--- src/rtl/fir_bank_scheduler_if.sv ---
// Stream interface between the sample source, the FIR bank scheduler and the
// downstream decimator/DAC logic. The scheduler takes the slave view: it sinks
// the input sample stream and sources the tagged output sample stream.
interface fir_bank_scheduler_if;
    logic        s_valid;
    logic        s_ready;
    logic [15:0] s_data;
    logic        m_valid;
    logic        m_ready;
    logic [15:0] m_data;
    logic [2:0]  m_chan;
    logic        m_last;

    modport master (
        output s_valid, s_data, m_ready,
        input  s_ready, m_valid, m_data, m_chan, m_last
    );

    modport slave (
        input  s_valid, s_data, m_ready,
        output s_ready, m_valid, m_data, m_chan, m_last
    );
endinterface

--- src/rtl/fir_bank_scheduler.sv ---
// Sequencer for the 8-channel FIR bank: accepts one sample, fires the bank,
// waits out the bank latency, snapshots all channel outputs and serialises the
// enabled channels onto the output stream.
// Optional build macro FIR_SCHED_STATS_EN adds frame_count/stall_count outputs.
//
// state   | meaning
// IDLE    | waiting for a sample; ready once the period timer has expired
// FIRE    | din_enable pulse to the bank, load latency counter
// WAIT    | counting down the bank latency
// CAPTURE | snapshot all 8 bank outputs, pick the first enabled channel
// DRAIN   | emit enabled channels in ascending order, one per handshake
module fir_bank_scheduler #(
    parameter int FB_LATENCY = 72,
    parameter int MIN_PERIOD = 80
) (
    input  logic                 clock,
    input  logic                 reset,
    fir_bank_scheduler_if.slave  bus,
    input  logic [7:0]           ch_mask,
    output logic [15:0]          fb_datain,
    output logic                 fb_din_enable,
    input  logic [127:0]         fb_dout,
`ifdef FIR_SCHED_STATS_EN
    output logic [15:0]          frame_count,
    output logic [15:0]          stall_count,
`endif
    output logic                 busy
);
    localparam int TW = $clog2(MIN_PERIOD + 1);
    localparam int WW = $clog2(FB_LATENCY + 1);

    typedef enum logic [2:0] {IDLE, FIRE, WAIT, CAPTURE, DRAIN} state_t;

    state_t        state;
    logic [TW-1:0] timer;
    logic [WW-1:0] wait_cnt;
    logic [7:0]    mask_q;
    logic [2:0]    ch;
    logic [15:0]   snap [8];
    logic          s_ready_i;
    logic          accept;
    logic [2:0]    first_idx;
    logic [2:0]    next_idx;
    logic          first_last;
    logic          next_last;

    // Lowest set bit of mask at or above start; result is don't-care when none.
    function automatic logic [2:0] lowest_from(input logic [7:0] mask, input logic [3:0] start);
        logic [2:0] idx;
        idx = 3'd0;
        for (int i = 7; i >= 0; i--) begin
            if (mask[i] && (i >= int'(start))) idx = 3'(i);
        end
        return idx;
    endfunction

    // True when no set bit of mask lies above channel c.
    function automatic logic none_above(input logic [7:0] mask, input logic [2:0] c);
        logic none;
        none = 1'b1;
        for (int i = 0; i < 8; i++) begin
            if (mask[i] && (i > int'(c))) none = 1'b0;
        end
        return none;
    endfunction

    assign s_ready_i   = (state == IDLE) && (timer >= TW'(MIN_PERIOD));
    assign accept      = s_ready_i && bus.s_valid;
    assign bus.s_ready = s_ready_i;
    assign busy        = (state != IDLE);

    // Channel selection for the first beat of a frame and for the beat after ch.
    always_comb begin
        first_idx  = lowest_from(mask_q, 4'd0);
        next_idx   = lowest_from(mask_q, {1'b0, ch} + 4'd1);
        first_last = none_above(mask_q, first_idx);
        next_last  = none_above(mask_q, next_idx);
    end

    // Period timer; the accept cycle counts as the first elapsed cycle so that
    // back-to-back acceptances land exactly MIN_PERIOD cycles apart.
    always_ff @(posedge clock or negedge reset) begin
        if (!reset) begin
            timer <= TW'(MIN_PERIOD);
        end else if (accept) begin
            timer <= TW'(1);
        end else if (timer < TW'(MIN_PERIOD)) begin
            timer <= timer + 1'b1;
        end
    end

    // Main sequencer with registered bank and output-stream signals.
    always_ff @(posedge clock or negedge reset) begin
        if (!reset) begin
            state         <= IDLE;
            fb_datain     <= '0;
            fb_din_enable <= 1'b0;
            wait_cnt      <= '0;
            mask_q        <= '0;
            ch            <= '0;
            bus.m_valid   <= 1'b0;
            bus.m_data    <= '0;
            bus.m_chan    <= '0;
            bus.m_last    <= 1'b0;
            for (int k = 0; k < 8; k++) snap[k] <= '0;
        end else begin
            fb_din_enable <= 1'b0;
            case (state)
                IDLE: begin
                    if (accept) begin
                        fb_datain     <= bus.s_data;
                        mask_q        <= ch_mask;
                        fb_din_enable <= 1'b1;
                        state         <= FIRE;
                    end
                end
                FIRE: begin
                    wait_cnt <= WW'(FB_LATENCY - 1);
                    state    <= WAIT;
                end
                WAIT: begin
                    // Leave as the count reaches zero so the capture cycle is
                    // exactly FB_LATENCY cycles after the din_enable pulse.
                    if (wait_cnt <= WW'(1)) begin
                        wait_cnt <= '0;
                        state    <= CAPTURE;
                    end else begin
                        wait_cnt <= wait_cnt - 1'b1;
                    end
                end
                CAPTURE: begin
                    for (int k = 0; k < 8; k++) snap[k] <= fb_dout[16*k +: 16];
                    if (mask_q == 8'd0) begin
                        state <= IDLE;
                    end else begin
                        ch          <= first_idx;
                        bus.m_valid <= 1'b1;
                        bus.m_data  <= fb_dout[{first_idx, 4'b0000} +: 16];
                        bus.m_chan  <= first_idx;
                        bus.m_last  <= first_last;
                        state       <= DRAIN;
                    end
                end
                DRAIN: begin
                    if (bus.m_ready) begin
                        if (bus.m_last) begin
                            bus.m_valid <= 1'b0;
                            state       <= IDLE;
                        end else begin
                            ch         <= next_idx;
                            bus.m_data <= snap[next_idx];
                            bus.m_chan <= next_idx;
                            bus.m_last <= next_last;
                        end
                    end
                end
                default: state <= IDLE;
            endcase
        end
    end

`ifdef FIR_SCHED_STATS_EN
    // Frame and output-stall statistics, free-running with natural wrap.
    always_ff @(posedge clock or negedge reset) begin
        if (!reset) begin
            frame_count <= '0;
            stall_count <= '0;
        end else begin
            if (state == FIRE) frame_count <= frame_count + 16'd1;
            if (state == DRAIN && bus.m_valid && !bus.m_ready) stall_count <= stall_count + 16'd1;
        end
    end
`endif
endmodule

--- src/flat_wrapper.sv ---
// flat-port wrapper written by rule: the top's interface ports become plain ports
module fir_bank_scheduler_flat 
#(
    parameter int FB_LATENCY = 72,
    parameter int MIN_PERIOD = 80
)
  (clock, reset, ch_mask, fb_datain, fb_din_enable, fb_dout, busy, bus_s_valid, bus_s_data, bus_m_ready, bus_s_ready, bus_m_valid, bus_m_data, bus_m_chan, bus_m_last);
  fir_bank_scheduler_if bus_i ();
  input  logic clock;
  input  logic reset;
  input  logic [7:0] ch_mask;
  output logic [15:0] fb_datain;
  output logic fb_din_enable;
  input  logic [127:0] fb_dout;
  output logic busy;
  input wire logic [$bits(bus_i.s_valid)-1:0] bus_s_valid;
  input wire logic [$bits(bus_i.s_data)-1:0] bus_s_data;
  input wire logic [$bits(bus_i.m_ready)-1:0] bus_m_ready;
  output wire logic [$bits(bus_i.s_ready)-1:0] bus_s_ready;
  output wire logic [$bits(bus_i.m_valid)-1:0] bus_m_valid;
  output wire logic [$bits(bus_i.m_data)-1:0] bus_m_data;
  output wire logic [$bits(bus_i.m_chan)-1:0] bus_m_chan;
  output wire logic [$bits(bus_i.m_last)-1:0] bus_m_last;
  assign bus_i.s_valid = bus_s_valid;
  assign bus_i.s_data = bus_s_data;
  assign bus_i.m_ready = bus_m_ready;
  assign bus_s_ready = bus_i.s_ready;
  assign bus_m_valid = bus_i.m_valid;
  assign bus_m_data = bus_i.m_data;
  assign bus_m_chan = bus_i.m_chan;
  assign bus_m_last = bus_i.m_last;
  fir_bank_scheduler #(.FB_LATENCY(FB_LATENCY), .MIN_PERIOD(MIN_PERIOD)) u_core (.clock(clock), .reset(reset), .bus(bus_i), .ch_mask(ch_mask), .fb_datain(fb_datain), .fb_din_enable(fb_din_enable), .fb_dout(fb_dout), .busy(busy));
endmodule
--- config.mk ---
export PLATFORM = sky130hd
export DESIGN_NAME = fir_bank_scheduler_flat
export DESIGN_NICKNAME = d
export VERILOG_FILES = /design/src/rtl/fir_bank_scheduler_if.sv /design/src/rtl/fir_bank_scheduler.sv /design/src/flat_wrapper.sv
export SDC_FILE = /design/constraint.sdc
export NUM_CORES = 1
export LEC_CHECK = 0
export ABC_AREA = 1
export CORE_ASPECT_RATIO = 1.25
export CORE_MARGIN = 2
export CORE_UTILIZATION = 53
export DETAILED_ROUTE_END_ITERATION = 16
export PLACE_DENSITY = 0.9
export SYNTH_ARGS = -nofsm -noshare
export SYNTH_HDL_FRONTEND = slang
export SYNTH_SLANG_ARGS = --single-unit
--- constraint.sdc ---
create_clock -name clock -period 2.8 [get_ports clock]
set_input_delay 0.42 -clock clock [delete_from_list [all_inputs] [get_ports clock]]
set_output_delay 0.42 -clock clock [all_outputs]
set_load 0.01 [all_outputs]
==> results of run 1 <==
## through the flow
step | hold WS [ps] | util (%) | setup WS (ps)
2_1_floorplan | 124.4 | - | 686.2
3_3_place_gp | 444.8 | 64.53 | 365.6
3_5_place_dp | 449.6 | 64.53 | 311.1
4_1_cts | 28.01 | 67.50 | 242.9
5_1_grt | 57.29 | 67.90 | 12.20
6_report | 5.283 | 67.93 | 200.0
## how the worst max path moves through the flow
stage                                      from                           endpoint  cells past startpoint
5_1_grt        u_core.bus.m_chan[0]$_DFFE_PN0P_   u_core.bus.m_data[1]$_DFFE_PN0P_                     21
6_report            u_core.timer[4]$_DFFE_PN1P_                        bus_s_ready                      5
3_5_place_dp   u_core.bus.m_chan[1]$_DFFE_PN0P_   u_core.bus.m_data[6]$_DFFE_PN0P_                     19
4_1_cts             u_core.timer[4]$_DFFE_PN1P_                        bus_s_ready                      5
3_3_place_gp   u_core.bus.m_chan[1]$_DFFE_PN0P_      u_core.bus.m_last$_DFFE_PN0P_                     19
2_1_floorplan  u_core.bus.m_chan[0]$_DFFE_PN0P_  u_core.bus.m_data[14]$_DFFE_PN0P_                     18
## placed cells by master (no fill, tap or decap), types with 2 or more instances in the layout
cell type,instances
nand2_1,490
inv_1,221
clkdlybuf4s50_1,194
dfrtp_1,187
o21ai_0,171
nand3_1,140
a21oi_1,70
nor2_1,46
o21ai_1,25
o211ai_1,19
clkbuf_16,19
buf_4,12
inv_2,9
nand3b_1,9
ha_1,9
or2_0,6
or2_2,6
buf_12,6
inv_6,5
clkinvlp_4,5
diode_2,4
nor3_1,4
o22ai_1,4
nand2_2,4
nor2_4,3
xor2_1,3
o21ai_2,3
nor3_2,2
nor2_2,2
clkbuf_8,2
bufinv_16,2
buf_16,2
dfrtp_2,2
dfstp_2,2
## routing by layer
| layer | track usage [%] | up-vias | wire, microns |
|---|---|---|---|
| met2 | 46.62 | 608 | 14660 |
| met4 | 14.18 | 0 | 1174 |
| met3 | 6.859 | 87 | 2999 |
| met1 | 37.76 | 5011 | 12670 |
| li1 | - | 5127 | - |
| met5 | 0 | - | 0 |
## worst reg2reg max path, cell delays in order, from the launching register on
cell and delay (ps):
dfrtp_2 450, inv_1 120, ha_1 150, inv_1 30
nor2_1 170, nand3_1 100, nand2_1 80, nand2_1 50
nand2_1 50, nand2_1 50, nand2_1 70, nand2_2 100
nand2_8 150, nand2_4 110, clkbuf_16 250, nand2_1 80
nand2_1 50, o21ai_1 150, nand2_1 90, nand3_1 110
nand2_1 60, inv_1 50
## state kept, by name, indices dropped and copies added (netlist names)
signal	flops
u_core.wait_cnt	7
u_core.snap	128
u_core.bus.m_last	1
u_core.bus.m_chan	3
u_core.fb_datain	16
u_core.mask_q	8
u_core.fb_din_enable	1
u_core.timer	7
u_core.bus.m_data	16
u_core.bus.m_valid	1
u_core.state	3
## logic make-up (layout without fill, tap and decap cells)
family | after synthesis | count (layout) | synth area share (%)
and+or+nand+nor | 718 | 718 | 28.03
xor gates and xnor gates | 3 | 3 | 0.2444
other | 0 | 4 | 0
DFF | 191 | 191 | 44.47
adders and majority gates | 9 | 9 | 1.047
AOI/OAI and AO/OA | 296 | 296 | 14.56
buffers and inverters | 315 | 480 | 11.66
## power breakdown
part | switching (uW) | internal (uW) | leakage [uW] | total [uW]
registers | 623 | 4080 | 0.00232 | 4700
logic | 6230 | 3550 | 0.00393 | 9780
clock network | 1140 | 1360 | 0.000276 | 2500
total | 7990 | 8990 | 0.00652 | 17000
## layout make-up
type,count,area (sq um),share of cell area [%]
flip-flops and latches,191,4785,35.16
well taps,270,337.8,2.483
multi-input cells,1026,4741,34.84
diodes,4,10.01,0.07356
inverters,231,867.1,6.372
repair buffers,217,2271,16.69
clock inverters,13,152.6,1.122
clock buffers,19,442.9,3.255
==> results_dict.tcl, run 1 <==
set metrics [dict create \
    postRouteWirelength_microns 31510 \
    rr_startpoint "u_core.bus.m_chan[0]$_DFFE_PN0P_" \
    drt.antenna.violating_nets 0 \
    largest_net_degree_at_the_start_of_global_routing 238 \
    port_buffers 195 \
    cp_top_family "buffers and inverters" \
    grt_overflow 0 \
    detailroute.via_count 10830 \
    average_routed_wire_per_standard_cell_microns 15.99 \
    finalHoldViolations 0 \
    synth-async-reset-ratio_pct 100.0 \
    fp.dieArea_sq_um 21450 \
    hpwl_after_detailed_placement_microns 20600 \
    design.final.nets 1849 \
    cp.buffers_inverters 3 \
    numCtsBuffers 17 \
    synth.area.top_cells "dfrtp_1 (44%), nand2_1 (17%), o21ai_0 (8.0%)" \
    initial_utilization_pct 53.69 \
    synth.cells.most_frequent "nand2_1 (490), inv_1 (221), dfrtp_1 (189)" \
    tns_ps 0 \
    min_period_ps 2600 \
    r2r.worst_path.cells 21 \
    synth_cell_type_count 38 \
    die_w_microns 131.4 \
    clock_sinks 191 \
    synth_top_flop_cell "dfrtp_1" \
    critical_path.most_common_cell "inv_1" \
    ys_seq_area_share_pct 44.47 \
    synth_enable_flop_cells 0 \
    most_frequent_cell_after_synthesis "nand2_1" \
    cts.clk_slew.worst_paths_ps 70 \
    max_clock_freq_mhz 384.6 \
    synth_seq_cells 191 \
    synthesis.nets 1697 \
    first_pass_iters 6 \
    finish.cell_count_without_fillers 1971 \
    gp_congestion 0.9346 \
    yosys_warnings 0 \
    max_slew.worst_pin.slew_ps 866.6 \
    starting_drt_drc_count 1537 \
    viasPerCell 5.496 \
    cells_traversed_along_the_worst_timing_path "inv_1 -> a21oi_1 -> inv_1 -> nor2_1 -> clkdlybuf4s50_1" \
    timing.max_slew.rel_slack_pct 41.87 \
    vdd.ir_drop.worst_uv 1002 \
    p_total_uw 16980 \
    critical-path-slowest-cell "clkdlybuf4s50_1" \
    worstSetupEndpointType "output port" \
    cp_max_fo 7 \
    cts_tree "built" \
    grt_util_all_layers_pct 29.22 \
    placedCellCount 1933 \
    maxCapViolCount 0 \
    power-per-cell-area_nw_per_um2 1248 \
    cts_htree_levels 4 \
    placed_instance_area_sq_um 12920 \
    synthDominantCellAreaShare_pct 43.98 \
    power.static_leakage_uw 0.006521 \
    hold_path.class "in -> async" \
    cts_max_path_buffers 2 \
    crit_arrival_ps 2180 \
    run_status "completed" \
    fin_worst_skew_ps 11.69 \
    worstSetupPathType "reg -> out" \
    grt_pass1_vias 10260 \
    nFillCells 1625 \
    ctsResizeCount 0 \
    slew_violations 0 \
    final_layout_size_suffix_gt1_share_pct 5.480 \
    type_of_element_launching_the_critical_path "flip-flop" \
    drc 0 \
    cts_hold_repair.buffers 0 \
    syn-mean-instance-area_sq_um 7.020 \
    design.core.area_sq_um 20030 \
    postCtsSetupRepairBufs 0 \
    mapped_area_sq_um 10750 \
    rows 58 \
    synth_top_cell_by_area "dfrtp_1" \
    post-route-cell-area_sq_um 13610 \
    grt_setup_unrepaired "no" \
    crit_required_ps 2380 \
    synthCells 1532 \
    setup-violations-final 0 \
    final_period_utilization_pct 92.86 \
    grt_pass1_wl_microns 50760 \
    grt_antenna_before_repair 4 \
    clk_latency_ps 440 \
    die_h_microns 163.3 \
    worst_r2r_endpoint "u_core.bus.m_data[14]$_DFFE_PN0P_" \
    syn2layout_area_growth_pct 26.53 \
    num_io_pins 196 \
    clockRootBuffer "clkbuf_16" \
    cp_slowest_stage_delay_ps 580 \
    setup.reg_to_reg.worst_slack_ps 220 \
]
No activity file was read; power rests on OpenSTA's default activity.
==> run 2: changes to the inputs <==
--- a/config.mk
+++ b/config.mk
@@ -10,7 +10,10 @@
 export CORE_MARGIN = 2
 export CORE_UTILIZATION = 53
 export DETAILED_ROUTE_END_ITERATION = 16
+export GPL_TIMING_DRIVEN = 0
+export MAX_ROUTING_LAYER = met4
 export PLACE_DENSITY = 0.9
+export SKIP_CTS_REPAIR_TIMING = 1
 export SYNTH_ARGS = -nofsm -noshare
 export SYNTH_HDL_FRONTEND = slang
 export SYNTH_SLANG_ARGS = --single-unit
==> run 2 against run 1 <==
Effect of this change:
- fmax decreased by 3.5%
- first-iteration DRC count increased by 9.9%
- routed wire length increased by 23%
- sequential power about the same
- core utilization increased by 0.49 points
- die area unchanged
- clock power decreased by 2%
- critical path type is now reg -> reg
- critical endpoint is now u_core.bus.m_data[0]$_DFFE_PN0P_
- largest power group unchanged
==> results_dict.tcl, run 2 (synthesized netlist as in run 1, its figures left out) <==
set metrics [dict create \
    run_status "completed" \
    die_h_microns 163.3 \
    finalHoldViolations 0 \
    min_period_ps 2694 \
    cts_max_path_buffers 2 \
    insertedDiodeCount 0 \
    placedCellCount 1998 \
    power_frac_clock_pct 13.7 \
    power.combinational.fraction_pct 60.0 \
    multi_input_area_sq_um 4723 \
    crit_arrival_ps 3070 \
    grt_overflow 0 \
    switching_power_uw 8967 \
    gp_congestion 0.9753 \
    syn2layout_area_growth_pct 27.45 \
    setup-violations-final 0 \
    power.static_leakage_uw 0.006610 \
    port_buffers 195 \
    slew_violations 0 \
    hpwl_after_detailed_placement_microns 28930 \
    max_clock_freq_mhz 371.2 \
    endpoint "u_core.bus.m_data[0]$_DFFE_PN0P_" \
    reg.largest.list "u_core.snap: 128 flops, u_core.bus.m_data: 16 flops, u_core.fb_datain: 16 flops" \
    clk_latency_ps 450 \
    top_register "u_core.snap" \
    cts_htree_levels 4 \
    detailroute.via_count 11490 \
    post-route-cell-area_sq_um 13710 \
    largest_register_ff_count 128 \
    grt_setup_unrepaired "no" \
    design.core.area_sq_um 20030 \
    most_used_cells_in_the_layout_excluding_fill_and_tap_cells "nand2_1 (490), inv_1 (221), clkdlybuf4s50_1 (194)" \
    seq_area_sq_um 4785 \
    maxUsedRoutingLayer "met4" \
    worstSetupEndpointType "flip-flop" \
    setup_ws_ps 106.3 \
    final_layout_size_suffix_gt1_share_pct 6.474 \
    cp_max_fo 10 \
    initial_utilization_pct 53.69 \
    grt_pass1_wl_microns 59860 \
    p_int_uw 8794 \
    timing.max_slew.rel_slack_pct 47.30 \
    finish.cell_count_without_fillers 2031 \
    fin_worst_skew_ps 10.97 \
    final_util_pct 68.43 \
    first_pass_iters 6 \
    design.final.nets 1913 \
    drt.antenna.violating_nets 0 \
    worstSetupPathType "reg -> reg" \
    r2r.worst_path.cells 17 \
    sum_of_met3_wire_segment_lengths_after_detailed_routing_microns 4061 \
    rr_startpoint "u_core.bus.m_chan[0]$_DFFE_PN0P_" \
    dr_wl_met2_microns 18200 \
    switching_share_pct 50.49 \
    numCtsBuffers 17 \
    cp-startpoint "u_core.bus.m_chan[0]$_DFFE_PN0P_" \
    num_io_pins 196 \
    vdd.ir_drop.worst_uv 1006 \
    starting_drt_drc_count 1689 \
    average_routed_wire_per_standard_cell_microns 19.13 \
    final_period_utilization_pct 96.20 \
    worst_r2r_endpoint "u_core.bus.m_data[0]$_DFFE_PN0P_" \
    clockRootBuffer "clkbuf_16" \
    layout_commonest_cell "nand2_1" \
    setup.reg_to_reg.worst_slack_ps 110 \
    nFillCells 1689 \
    min_delay_path_depth 2 \
    grt_pass1_vias 11140 \
    postRouteWirelength_microns 38850 \
    placed_instance_area_sq_um 13080 \
    clock_sinks 191 \
    power-per-cell-area_nw_per_um2 1296 \
    crit_required_ps 3180 \
    drt-met1-wl_microns 14040 \
    largest_net_degree_at_the_start_of_global_routing 122 \
    cts.clk_slew.worst_paths_ps 70 \
    fp.dieArea_sq_um 21450 \
    grt_antenna_before_repair 0 \
    grt_util_all_layers_pct 37.35 \
    placement.setup.worst_slack_ps -32.48 \
    max_slew.worst_pin.slew_ps 790.5 \
    drc 0 \
    maxCapViolCount 0 \
    hold_path.class "reg -> reg" \
    viasPerCell 5.657 \
    rows 58 \
    sequential_fraction_of_design_power_pct 26.3 \
    cts_tree "built" \
    type_of_element_launching_the_critical_path "flip-flop" \
    die_w_microns 131.4 \
]
[run 2: changes by cell type in the layout (fill, tap and decap cells not counted), moves of 3 or more]
cell	delta
buf_1	+3
buf_6	+3
inv_8	+3
buf_4	-10
buf_12	-6
diode_2	-4
buf_2	+27
clkbuf_4	+7
clkbuf_1	+38
clkbuf_2	+3
clkinv_8	+3
[run 2: worst min path at each step]
stage                                                   to                   startpoint
final                          u_core.snap[41]$_DFFE_PN0P_  u_core.snap[41]$_DFFE_PN0P_
after global routing            u_core.snap[5]$_DFFE_PN0P_   u_core.snap[5]$_DFFE_PN0P_
after CTS                   u_core.wait_cnt[0]$_DFFE_PN0N_                        reset
after detailed placement    u_core.wait_cnt[0]$_DFFE_PN0N_                        reset
after global placement         u_core.snap[37]$_DFFE_PN0P_  u_core.snap[37]$_DFFE_PN0P_
after floorplan           u_core.bus.m_chan[0]$_DFFE_PN0P_                        reset
[run 2: area by class of cell]
cell class | count | area share (%)
Sequential cell | 191 | 34.91
Multi-Input combinational cell | 1026 | 34.46
Timing Repair Buffer | 197 | 14.55
Inverter | 231 | 6.326
Clock buffer | 18 | 3.204
Buffer | 84 | 2.985
Tap cell | 270 | 2.465
Clock inverter | 14 | 1.095
[run 2: power groups by stage]
| stage | sequential (uW) | clock (uW) | combinational, uW |
|---|---|---|---|
| 2_1_floorplan | 4650 | 0 | 6420 |
| 3_3_place_gp | 4660 | 0 | 9900 |
| 3_5_place_dp | 4690 | 0 | 10100 |
| 4_1_cts | 4640 | 2440 | 10200 |
| 5_1_grt | 4780 | 2540 | 11600 |
| 6_report | 4670 | 2440 | 10700 |
[run 2: critical path, stage by stage, from the launching register on]
cell	delay, ps
dfrtp_2	460
inv_1	130
ha_1	160
inv_1	40
nor2_1	150
nand3_1	100
nand2_1	90
nand2_1	70
nand3_1	80
nand2_1	100
nand2_4	180
buf_2	400
nand3_1	120
nand2_1	160
nand2_1	80
nand3_1	160
o21ai_1	80
inv_1	80
[run 2: stage by stage]
step	setup TNS, ps	hold slack, ps	total power, uW
after floorplan	0	124.4	11070
after global placement	-1255140	446.0	14560
after detailed placement	-114.8	423.8	14810
after CTS	-227.5	-36.96	17270
after global routing	0	504.1	18870
final	0	471.2	17760
[run 2: layer usage]
layer,GRT usage [%],up-vias
li1,-,5259
met1,43.55,5217
met2,60.80,814
met3,6.983,199
met4,21.89,0
met5,-,-
